<file path="src/rtl/floating_point_adder.sv">
// Multi-cycle IEEE-754 single-precision adder (flush-to-zero, truncating); one result per pass, 3..~52 cycles.
// No backpressure: free-running, captures x/y whenever idle and flags each result with a one-cycle valid.
module floating_point_adder (
  input  logic        clk,
  input  logic        reset,
  input  logic [31:0] x,
  input  logic [31:0] y,
  output logic [31:0] sum,
  output logic        valid,
  output logic        overflow
);

  typedef enum logic [2:0] {IDLE, UNPACK, ALIGN, ADD, NORM, PACK} state_t;
  state_t state, state_nxt;

  logic [31:0]       xa, ya;
  logic              sa, sb;
  logic [7:0]        ea, eb;
  logic [23:0]       ma, mb;
  logic              rs;
  logic signed [9:0] re;
  logic [24:0]       rm;
  logic              byp;
  logic [31:0]       byp_dat;

  logic xa_nan, ya_nan, xa_inf, ya_inf, xa_zero, ya_zero;
  assign xa_nan  = (xa[30:23] == 8'hFF) && (xa[22:0] != 23'd0);
  assign ya_nan  = (ya[30:23] == 8'hFF) && (ya[22:0] != 23'd0);
  assign xa_inf  = (xa[30:23] == 8'hFF) && (xa[22:0] == 23'd0);
  assign ya_inf  = (ya[30:23] == 8'hFF) && (ya[22:0] == 23'd0);
  assign xa_zero = (xa[30:23] == 8'h00);
  assign ya_zero = (ya[30:23] == 8'h00);

  // Special operands resolve straight to a packed word, skipping the datapath
  logic        special;
  logic [31:0] special_dat;
  always_comb begin
    special     = 1'b1;
    special_dat = 32'h0000_0000;
    if (xa_nan || ya_nan || (xa_inf && ya_inf && (xa[31] != ya[31])))
      special_dat = 32'h7FC0_0000;
    else if (xa_inf)
      special_dat = xa;
    else if (ya_inf)
      special_dat = ya;
    else if (xa_zero && ya_zero)
      special_dat = 32'h0000_0000;
    else if (xa_zero)
      special_dat = ya;
    else if (ya_zero)
      special_dat = xa;
    else
      special = 1'b0;
  end

  logic       a_big;
  logic [7:0] exp_diff;
  logic       too_far;
  assign a_big    = (ea > eb);
  assign exp_diff = a_big ? (ea - eb) : (eb - ea);
  assign too_far  = (exp_diff > 8'd24);

  logic        a_ge;
  logic        cancel;
  logic [24:0] mag_add, mag_sub;
  assign a_ge    = (ma >= mb);
  assign cancel  = (sa != sb) && (ma == mb);
  assign mag_add = {1'b0, ma} + {1'b0, mb};
  assign mag_sub = a_ge ? ({1'b0, ma} - {1'b0, mb}) : ({1'b0, mb} - {1'b0, ma});

  logic signed [9:0] re_dec;
  assign re_dec = re - 10'sd1;

  always_ff @(posedge clk or negedge reset) begin
    if (!reset) state <= IDLE;
    else        state <= state_nxt;
  end

  always_comb begin
    state_nxt = state;
    case (state)
      IDLE:   state_nxt = UNPACK;
      UNPACK: state_nxt = special ? PACK : ALIGN;
      ALIGN: begin
        if (ea == eb)   state_nxt = ADD;
        else if (too_far) state_nxt = PACK;
      end
      ADD:    state_nxt = cancel ? PACK : NORM;
      NORM: begin
        if (rm[24] || rm[23])     state_nxt = PACK;
        else if (re_dec <= 10'sd0) state_nxt = PACK;
      end
      PACK:   state_nxt = IDLE;
      default: state_nxt = IDLE;
    endcase
  end

  always_ff @(posedge clk or negedge reset) begin
    if (!reset) begin
      xa       <= 32'd0;
      ya       <= 32'd0;
      sa       <= 1'b0;
      sb       <= 1'b0;
      ea       <= 8'd0;
      eb       <= 8'd0;
      ma       <= 24'd0;
      mb       <= 24'd0;
      rs       <= 1'b0;
      re       <= 10'sd0;
      rm       <= 25'd0;
      byp      <= 1'b0;
      byp_dat  <= 32'd0;
      sum      <= 32'd0;
      valid    <= 1'b0;
      overflow <= 1'b0;
    end else begin
      valid <= 1'b0;
      case (state)
        IDLE: begin
          xa  <= x;
          ya  <= y;
          byp <= 1'b0;
        end
        UNPACK: begin
          sa      <= xa[31];
          sb      <= ya[31];
          ea      <= xa[30:23];
          eb      <= ya[30:23];
          ma      <= {1'b1, xa[22:0]};
          mb      <= {1'b1, ya[22:0]};
          byp     <= special;
          byp_dat <= special_dat;
        end
        ALIGN: begin
          if (ea != eb) begin
            if (too_far) begin
              byp     <= 1'b1;
              byp_dat <= a_big ? xa : ya;
            end else if (a_big) begin
              mb <= mb >> 1;
              eb <= eb + 8'd1;
            end else begin
              ma <= ma >> 1;
              ea <= ea + 8'd1;
            end
          end
        end
        ADD: begin
          re <= $signed({2'b00, ea});
          if (cancel) begin
            byp     <= 1'b1;
            byp_dat <= 32'h0000_0000;
          end else if (sa == sb) begin
            rs <= sa;
            rm <= mag_add;
          end else begin
            rs <= a_ge ? sa : sb;
            rm <= mag_sub;
          end
        end
        NORM: begin
          if (rm[24]) begin
            rm <= rm >> 1;
            re <= re + 10'sd1;
          end else if (!rm[23]) begin
            rm <= rm << 1;
            re <= re_dec;
            if (re_dec <= 10'sd0) begin
              byp     <= 1'b1;
              byp_dat <= 32'h0000_0000;
            end
          end
        end
        PACK: begin
          valid <= 1'b1;
          if (byp) begin
            sum      <= byp_dat;
            overflow <= 1'b0;
          end else if (re >= 10'sd255) begin
            sum      <= {rs, 8'hFF, 23'd0};
            overflow <= 1'b1;
          end else begin
            sum      <= {rs, re[7:0], rm[22:0]};
            overflow <= 1'b0;
          end
        end
        default: ;
      endcase
    end
  end

endmodule

</file>
<file path="config.mk">
export PLATFORM = sky130hd
export DESIGN_NAME = floating_point_adder
export DESIGN_NICKNAME = d
export VERILOG_FILES = /design/src/rtl/floating_point_adder.sv
export SDC_FILE = /design/constraint.sdc
export NUM_CORES = 1
export LEC_CHECK = 0
export ABC_AREA = 1
export CORE_ASPECT_RATIO = 1.2
export CORE_MARGIN = 4
export CORE_UTILIZATION = 55
export DETAILED_ROUTE_END_ITERATION = 8
export HOLD_SLACK_MARGIN = 0.05
export PLACE_DENSITY_LB_ADDON = 0.25
export SYNTH_ARGS = -nofsm -noshare
export SYNTH_HDL_FRONTEND = slang
export SYNTH_SLANG_ARGS = --single-unit
</file>
<file path="constraint.sdc">
create_clock -name clk -period 6.3 [get_ports clk]
set_clock_uncertainty 0.2 [all_clocks]
set_input_delay 1.575 -clock clk [delete_from_list [all_inputs] [get_ports clk]]
set_output_delay 1.575 -clock clk [all_outputs]
set_load 0.005 [all_outputs]
</file>
== Word-level counts from Yosys, hierarchy flattened ==
Index checks and enable logic that the tools add are counted.

* Shift operators: 0
* Mux-type cells: 67
* Divide/modulo/power cells: 0
* Bitwise logic cells: 1
* Reduce and logical (&&, ||, !) cells: 31
* Magnitude comparators: 5
* Equality and inequality tests: 26
* Add/subtract/negate cells: 9
* $mul: 0

{| class="wikitable"
|+ Operators with widths
! operator !! number
|-
| 2-to-1 mux 32 bit || 14
|-
| 2-to-1 mux 24 bit || 8
|-
| one-hot mux 32 bit (4 select lines) || 1
|-
| one-hot mux 24 bit (2 select lines) || 2
|-
| 2-to-1 mux 25 bit || 3
|-
| 2-to-1 mux 8 bit || 7
|-
| one-hot mux 25 bit (2 select lines) || 1
|-
| subtractor 24 x 24 -> 25 bit || 2
|-
| zero test 23 bit || 2
|-
| nonzero test 23 bit || 2
|-
| one-hot mux 8 bit (2 select lines) || 2
|-
| 2-to-1 mux 31 bit || 1
|-
| adder 24 x 24 -> 25 bit || 1
|-
| equality test 24 bit || 1
|-
| >= comparator 24 bit || 1
|-
| 2-to-1 mux 10 bit || 2
|-
| != test 2 bit (second input constant) || 10
|-
| one-hot mux 10 bit (2 select lines) || 1
|-
| 2-to-1 mux 1 bit || 18
|-
| adder 8 x 1 -> 8 bit (second input constant) || 2
|-
| equality test 8 bit (second input constant) || 2
|-
| zero test 8 bit || 2
|-
| subtractor 8 bit || 2
|-
| 2-to-1 mux 3 bit || 5
|-
| 27 further kinds || 47
|}

* Bits in latches: 0
* RAM bits: 0
* Memories kept: 0
* Memory bits (read-only): 0
* Output and inout bits: 34
* Register bits after elaboration: 236
* Logic and storage cells: 157
* Input bits: 66

== Depth between registers and ports, before layout ==
Gate-level depths: netlist (run 1).

* Depth in word-level cells: 9
* Mapped depth: 21
* Depth with buffers taken out: 19

== Worst setup path after synthesis (run 1) ==
No wires, ideal clock.

* Kind: register -> register
* Start point: register ea[0]
* End point: register eb[1]
* Library setup time: 117 ps
* Data arrival time: 2,383 ps
* Setup slack: 3,600 ps
* Path buffers: 1
* Data required time: 5,983 ps
* Clock period less this slack: 2,700 ps
* Cell stages (with the launch flop): 17
* Cells stage by stage: dfrtp_1 > inv_1 > ha_1 > fa_1 > o21ai_2 > nand2_2 > nand2_4 > nand2_4 > nand2_1 > nand3_1 > o21ai_4 > nand3_2 > nand2_2 > nand2_4 > buf_6 > nand2_1 > nand2_1

* Word-level cells in the longest chain between the ends: 5

{| class="wikitable"
|+ Ends and longest elaborated chain
! what !! RTL line !! RTL
|-
| from (decl) || 18 || <nowiki>logic [7:0] ea, eb;</nowiki>
|-
| from (signal assigned) || 127 || <nowiki>ea <= xa[30:23];</nowiki>
|-
| from (signal assigned) || 144 || <nowiki>ea <= ea + 8'd1;</nowiki>
|-
| subtractor 8 bit or > comparator 8 bit (tied branches) || 60, 59 ||
|-
| 2-to-1 mux 8 bit || 60 || <nowiki>assign exp_diff = a_big ? (ea - eb) : (eb - ea);</nowiki>
|-
| > comparator 8 x 5 -> 1 bit || 61 || <nowiki>assign too_far = (exp_diff > 8'd24);</nowiki>
|-
| != test 2 bit (no line) || -- ||
|-
| AND reduction 4 bit (no line) * || -- ||
|-
| to (signal assigned) || 128 || <nowiki>eb <= ya[30:23];</nowiki>
|-
| to (signal assigned) || 141 || <nowiki>eb <= eb + 8'd1;</nowiki>
|-
| to (decl) || 18 ||
|}

Mark *: on every way between the ends. The rest lies on a longest branch, timed or not.
A chain may end at the register's enable or synchronous reset.

== Worst setup path after layout (run 1) ==
* Start point: register ma[19]
* End point: register byp_dat[8]

* Word-level cells in the longest chain between the ends: 4

{| class="wikitable"
|+ Ends and longest elaborated chain
! what !! RTL line !! RTL
|-
| from (decl) || 19 || <nowiki>logic [23:0] ma, mb;</nowiki>
|-
| from (signal assigned) || 129 || <nowiki>ma <= {1'b1, xa[22:0]};</nowiki>
|-
| from (signal assigned) || 143 || <nowiki>ma <= ma >> 1;</nowiki>
|-
| equality test 24 bit || 67 || <nowiki>assign cancel = (sa != sb) && (ma == mb);</nowiki>
|-
| logical AND 1 bit || 67 ||
|-
| != test 2 bit (no line) || -- ||
|-
| AND reduction 7 bit (no line) || -- ||
|-
| to (signal assigned) || 132 || <nowiki>byp_dat <= special_dat;</nowiki>
|-
| to (signal assigned) || 138 || <nowiki>byp_dat <= a_big ? xa : ya;</nowiki>
|-
| to (decl) || 24 || <nowiki>logic [31:0] byp_dat;</nowiki>
|}

Every way passes these cells.

==> out/results.ini, run 1 <==
[sta]
slew_violations = 0
period_needed_ps = 4313
hold_violations = 0
rsz0062_at_grt = no
fin_hold_ws_ps = 285.1
worst_pin_slew_ps = 1383
max_freq_mhz = 231.8
layout_worst_path_cycle_share_pct = 68.46
finalSetupViolCount = 0
setup_ws_ps = 1987
final.setup.tns_ps = 0
slew_headroom_pct = 7.543

[floorplan]
row_count = 75
die_y_um = 213.8
start_util_pct = 55.58
fp.dieW_um = 179.5
core_area_mm2 = 0.03491
ios = 100
fp.dieArea_mm2 = 0.03836

[setup_path]
rrSetupSlack_ps = 1990
crit_arrival_ps = 4540
critPathKind = flop to flop
worst_path_max_delay_cell = nand3_2
critical_path.cell_chain = inv_1 > ha_1 > nand2_1 > nor2_1 > nand2_1 > nor2_1 > nand3_1 > nand2_1 > inv_2 > nor2_1 > nand2_1 > inv_2 > nand3_2 > nand2_1 > nand2_1
cp_max_fo = 35
worstPathRequired_ps = 6530
cp_common_cell = nand2_1
r2r-end = byp_dat[8]
r2r_cells = 15
critPathLaunchType = flop
r2r-start = ma[19]
path_delay_family = simple AND/OR/NAND/NOR gates
path_buf_inv = 3
slowest_delay_ps = 660
crit_path_end_kind = flop

[logic_synthesis]
synth_edf_count = 0
ys_ff_latch = 236
ys_seq_area_share_pct = 30.44
synth_nets = 3202
synth_ff_type = dfrtp_1
synthCells = 3039
synth_area_mm2 = 0.01940
synthSimpleGateAreaFrac_pct = 35.77
synth_adder_area_share_pct = 6.448
syn_avg_cell_area_um2 = 6.385
yosys_warnings = 0
async_flop_share_pct = 100.0
synthXorXnorAreaFrac_pct = 2.844
synth-compound-area-share_pct = 13.07
synth_top_family_by_area = simple AND/OR/NAND/NOR gates
synthMuxAreaShare_pct = 0.5223
netlist-cell-type-count = 51

[detailed_routing]
drc = 0
first_iter_violations = 2302
vias = 20697
drt_first_pass_iters = 6
wirelength_um = 73320
viasPerCell = 5.898
ant_nets = 0
route.detailed.wl_per_inst_um = 20.89

[placed_design]
portBuffers = 99
place_congestion = 0.9971
dp_cells = 3461
dpl_worst_slack_ps = 2147
place_hpwl_um = 55470

[global_routing]
grt_pass1_wl_um = 111600
grt_pass1_vias = 19607
grt_max_degree = 126
track_usage_pct = 36.74
grt.overflow.total = 0
antenna_found_initial = 0

[final_layout]
drive_gt1_share_pct = 3.938
final_common_cell = nand2_1
final_cell_mix = 1031 x nand2_1, 350 x inv_1, 257 x a21oi_1
area_growth_pct = 10.07
num_antenna_cells = 0
stdcell_count = 3509
nets = 3190

[clock_network]
htree_levels = 1
cts_made_buffers = 26
ctsResizeCount = 0
cts_hold_buf = 0
path_clk_slew_ps = 70
cts.sinks = 236
cts_tree = built
root_buffer = clkbuf_16
post_cts_buffers = 0
cts_buffer_depth = 3
clock_latency_ps = 550

[hold_path]
holdPathEnd = overflow
hold_depth = 2
hp-class = flop to flop
worstHoldStart = overflow

[job]
cap_violations = 0

[status]
status = finished clean

## layer usage
| metal | track usage (%) | share of wire, % | vias to the layer above |
|---|---|---|---|
| li1 | - | - | 9731 |
| met1 | 43.83 | 38 | 9714 |
| met2 | 63.76 | 48 | 982 |
| met3 | 4.072 | 6.5 | 270 |
| met4 | 23.55 | 7.7 | 0 |
| met5 | 0 | 0 | - |
## metrics by stage
step	util [%]	cell area, µm²
CTS	61.18	21360
detailed placement	58.46	20410
global route	61.18	21360
global placement	58.46	20410
floorplan	-	19400
finish	61.18	21360
## worst min-delay path: cells and delay by family (launching register included)
| family | cells | cell delay (ps) |
|---|---|---|
| flops | 1 | 340 |
| compound gates | 1 | 60 |
| simple gates | 1 | 50 |
## registers in the layout, summed over array words and instances (netlist names)
| signal | flops |
|---|---|
| overflow | 1 |
| eb | 8 |
| ma | 24 |
| state | 3 |
| byp_dat | 32 |
| re | 10 |
| sa | 1 |
| sb | 1 |
| byp | 1 |
| mb | 24 |
| ea | 8 |
| valid | 1 |
| ya | 32 |
| sum | 32 |
| rm | 25 |
| rs | 1 |
| xa | 32 |
## kinds of logic after synthesis
kind of cell	count (synthesis)
AO/OA/AOI/OAI	469
XOR/XNOR	63
multiplexers	9
AND/OR/NAND/NOR	1646
buffers and inverters	519
flip-flops	236
adder cells (fa/ha/maj)	97
## cell usage after synthesis, types with 3 or more instances
master | count | area (µm²)
o21bai_1 | 7 | 52.55
fa_1 | 5 | 100.1
nor3_1 | 36 | 180.2
xnor2_1 | 14 | 122.6
nand2_1 | 1033 | 3877
inv_1 | 350 | 1314
buf_6 | 6 | 67.56
a2bb2oi_1 | 23 | 201.4
nand3_1 | 168 | 840.8
nand4_1 | 129 | 807.0
a21oi_1 | 257 | 1286
xor2_1 | 49 | 429.2
nand2_2 | 7 | 43.79
mux2_2 | 9 | 101.4
a21oi_2 | 3 | 26.28
nor2_2 | 5 | 31.28
clkinv_1 | 3 | 11.26
buf_1 | 5 | 18.77
a31oi_1 | 3 | 18.77
o22ai_1 | 7 | 43.79
nand2_4 | 4 | 45.04
buf_4 | 21 | 157.7
nor2_1 | 246 | 923.4
o211ai_1 | 9 | 67.56
inv_2 | 6 | 22.52
clkbuf_1 | 92 | 345.3
o21ai_1 | 3 | 15.01
dfrtp_1 | 236 | 5906
o21ai_0 | 147 | 735.7
nand3b_1 | 5 | 37.54
ha_1 | 92 | 1151
buf_2 | 34 | 170.2
## layout make-up
type | instances | area (µm²)
clock buffers | 37 | 783.3
clock inverters | 11 | 165.2
fillers | 3363 | 13550
inverters | 359 | 1348
multi-input cells | 2284 | 11410
flip-flops and latches | 236 | 5906
well taps | 462 | 578.1
repair buffers | 120 | 1166
## worst max-delay path by stage
stage / start / end / slack (ps) / depth (start not counted)
detailed placement: ma[19] / byp_dat[19] / 2150 / 15
global placement: ma[19] / byp_dat[26] / 2290 / 15
CTS: ma[19] / byp_dat[1] / 2120 / 15
global route: ma[19] / byp_dat[7] / 1710 / 15
finish: ma[19] / byp_dat[8] / 1990 / 15
floorplan: ea[0] / eb[1] / 3600 / 16
Power of run 1 is not shown: default switching activity piles up to over one toggle a cycle in this logic, so the estimate is an artifact.
==> run 2, diff against run 1 <==
Clock period 6.3 ns to 3.51 ns, I/O delays scaled along.
==> out/results.ini, run 2 (synthesized netlist as in run 1, its figures left out) <==
[placed_design]
portBuffers = 99
place_congestion = 1.059
place_hpwl_um = 56610
dpl_worst_slack_ps = -103.6

[setup_path]
crit_path_end_kind = flop
cp_max_fo = 23
critical_path.cell_chain = inv_1 > ha_1 > buf_4 > nand2_1 > nand2_1 > nand2_1 > nand2_1 > nand2_1 > nand3_1 > nand3_1 > inv_1 > nor2_2 > buf_4 > nand2_1 > nand2_1 > nand2_1 > nand2_1 > nand2_1 > a21oi_1
critPathKind = flop to flop
rrSetupSlack_ps = 210
cp_common_cell = nand2_1
worst_path_max_delay_cell = ha_1
critPathLaunchType = flop
worstPathRequired_ps = 3780
crit_arrival_ps = 3570
slowest_delay_ps = 470

[sta]
worst_pin_slew_ps = 1059
rsz0062_at_grt = yes
hold_violations = 0
max_freq_mhz = 302.8
setup_ws_ps = 207.2
period_needed_ps = 3303
layout_worst_path_cycle_share_pct = 94.10
slew_headroom_pct = 29.37
slew_violations = 0
finalSetupViolCount = 0
final.setup.tns_ps = 0

[global_routing]
grt_pass1_vias = 20141
track_usage_pct = 36.76
antenna_found_initial = 0
grt_pass1_wl_um = 112000
grt_max_degree = 143
grt.overflow.total = 0

[final_layout]
area_growth_pct = 11.61
final_cell_mix = 1031 x nand2_1, 350 x inv_1, 257 x a21oi_1
nets = 3236
num_antenna_cells = 0
drive_gt1_share_pct = 5.374
final_common_cell = nand2_1

[floorplan]
fp.dieW_um = 179.5
core_area_mm2 = 0.03491
ios = 100
row_count = 75
die_y_um = 213.8
fp.dieArea_mm2 = 0.03836
start_util_pct = 55.58

[clock_network]
cts_made_buffers = 25
clock_latency_ps = 550
cts.sinks = 236
htree_levels = 1
root_buffer = clkbuf_16
path_clk_slew_ps = 70
cts_tree = built
cts_buffer_depth = 3

[hold_path]
hp-class = input pin to async pin

[detailed_routing]
drc = 0
wirelength_um = 72740
first_iter_violations = 2143
route.detailed.wl_per_inst_um = 20.48
drt_first_pass_iters = 6
vias = 20757
viasPerCell = 5.845
ant_nets = 0

[status]
status = finished clean

[job]
cap_violations = 0

==> run 2: worst paths after layout <==
| kind | start | end | depth (start not counted) |
|---|---|---|---|
| hold reg to reg | overflow | overflow | 2 |
| hold / removal | reset | rm[11] | 1 |
| setup / recovery | ma[2] | rm[16] | 19 |
| setup reg to reg | ma[2] | rm[16] | 19 |
| min in group clk | overflow | overflow | 2 |
| max in group asynchronous | reset | ya[20] | 2 |
==> run 2: critical path: cells and delay by family (launching register included) <==
kind                       cells  cell delay (ps)
buffers and inverters          4              690
DFF                            1              410
adders and majority gates      1              470
and+or+nand+nor               13             1280
AOI/OAI and AO/OA              1              140
==> run 2: per-stage QoR <==
step / area (µm²) / utilization (%) / std cells / hold WS [ps]
after floorplan: 19400 / - / 3039 / 242.2
after global placement: 20800 / 59.58 / 3508 / 263.4
after detailed placement: 20800 / 59.58 / 3508 / 265.4
after CTS: 21640 / 62.00 / 3551 / 105.1
after global routing: 21660 / 62.04 / 3551 / 127.7
final: 21660 / 62.04 / 3551 / 84.90
==> run 2: area by class of cell <==
class	count	area, µm²
Timing Repair Buffer	167	1556
Multi-Input combinational cell	2284	11430
Clock buffer	32	681.9
Inverter	359	1348
Sequential cell	236	5907
Fill cell	3295	13250
Tap cell	462	578.1
Clock inverter	11	158.9
==> run 2: repair_timing <==
| action | CTS | global route |
|---|---|---|
| setup endpoints to repair | 4 | 71 |
| setup buffers | 0 | 0 |
| gates resized for setup | 1 | 5 |
| hold buffers | 0 | 0 |
==> run 2: metal layers <==
| layer | wire length, µm | vias up | global-route usage, % |
|---|---|---|---|
| met5 | 0 | - | 0 |
| met4 | 6409 | 0 | 26.68 |
| met3 | 4756 | 245 | 4.326 |
| met2 | 34300 | 962 | 62.57 |
| met1 | 27270 | 9738 | 43.46 |
| li1 | - | 9812 | - |
Power of run 2 is left out for the same reason.
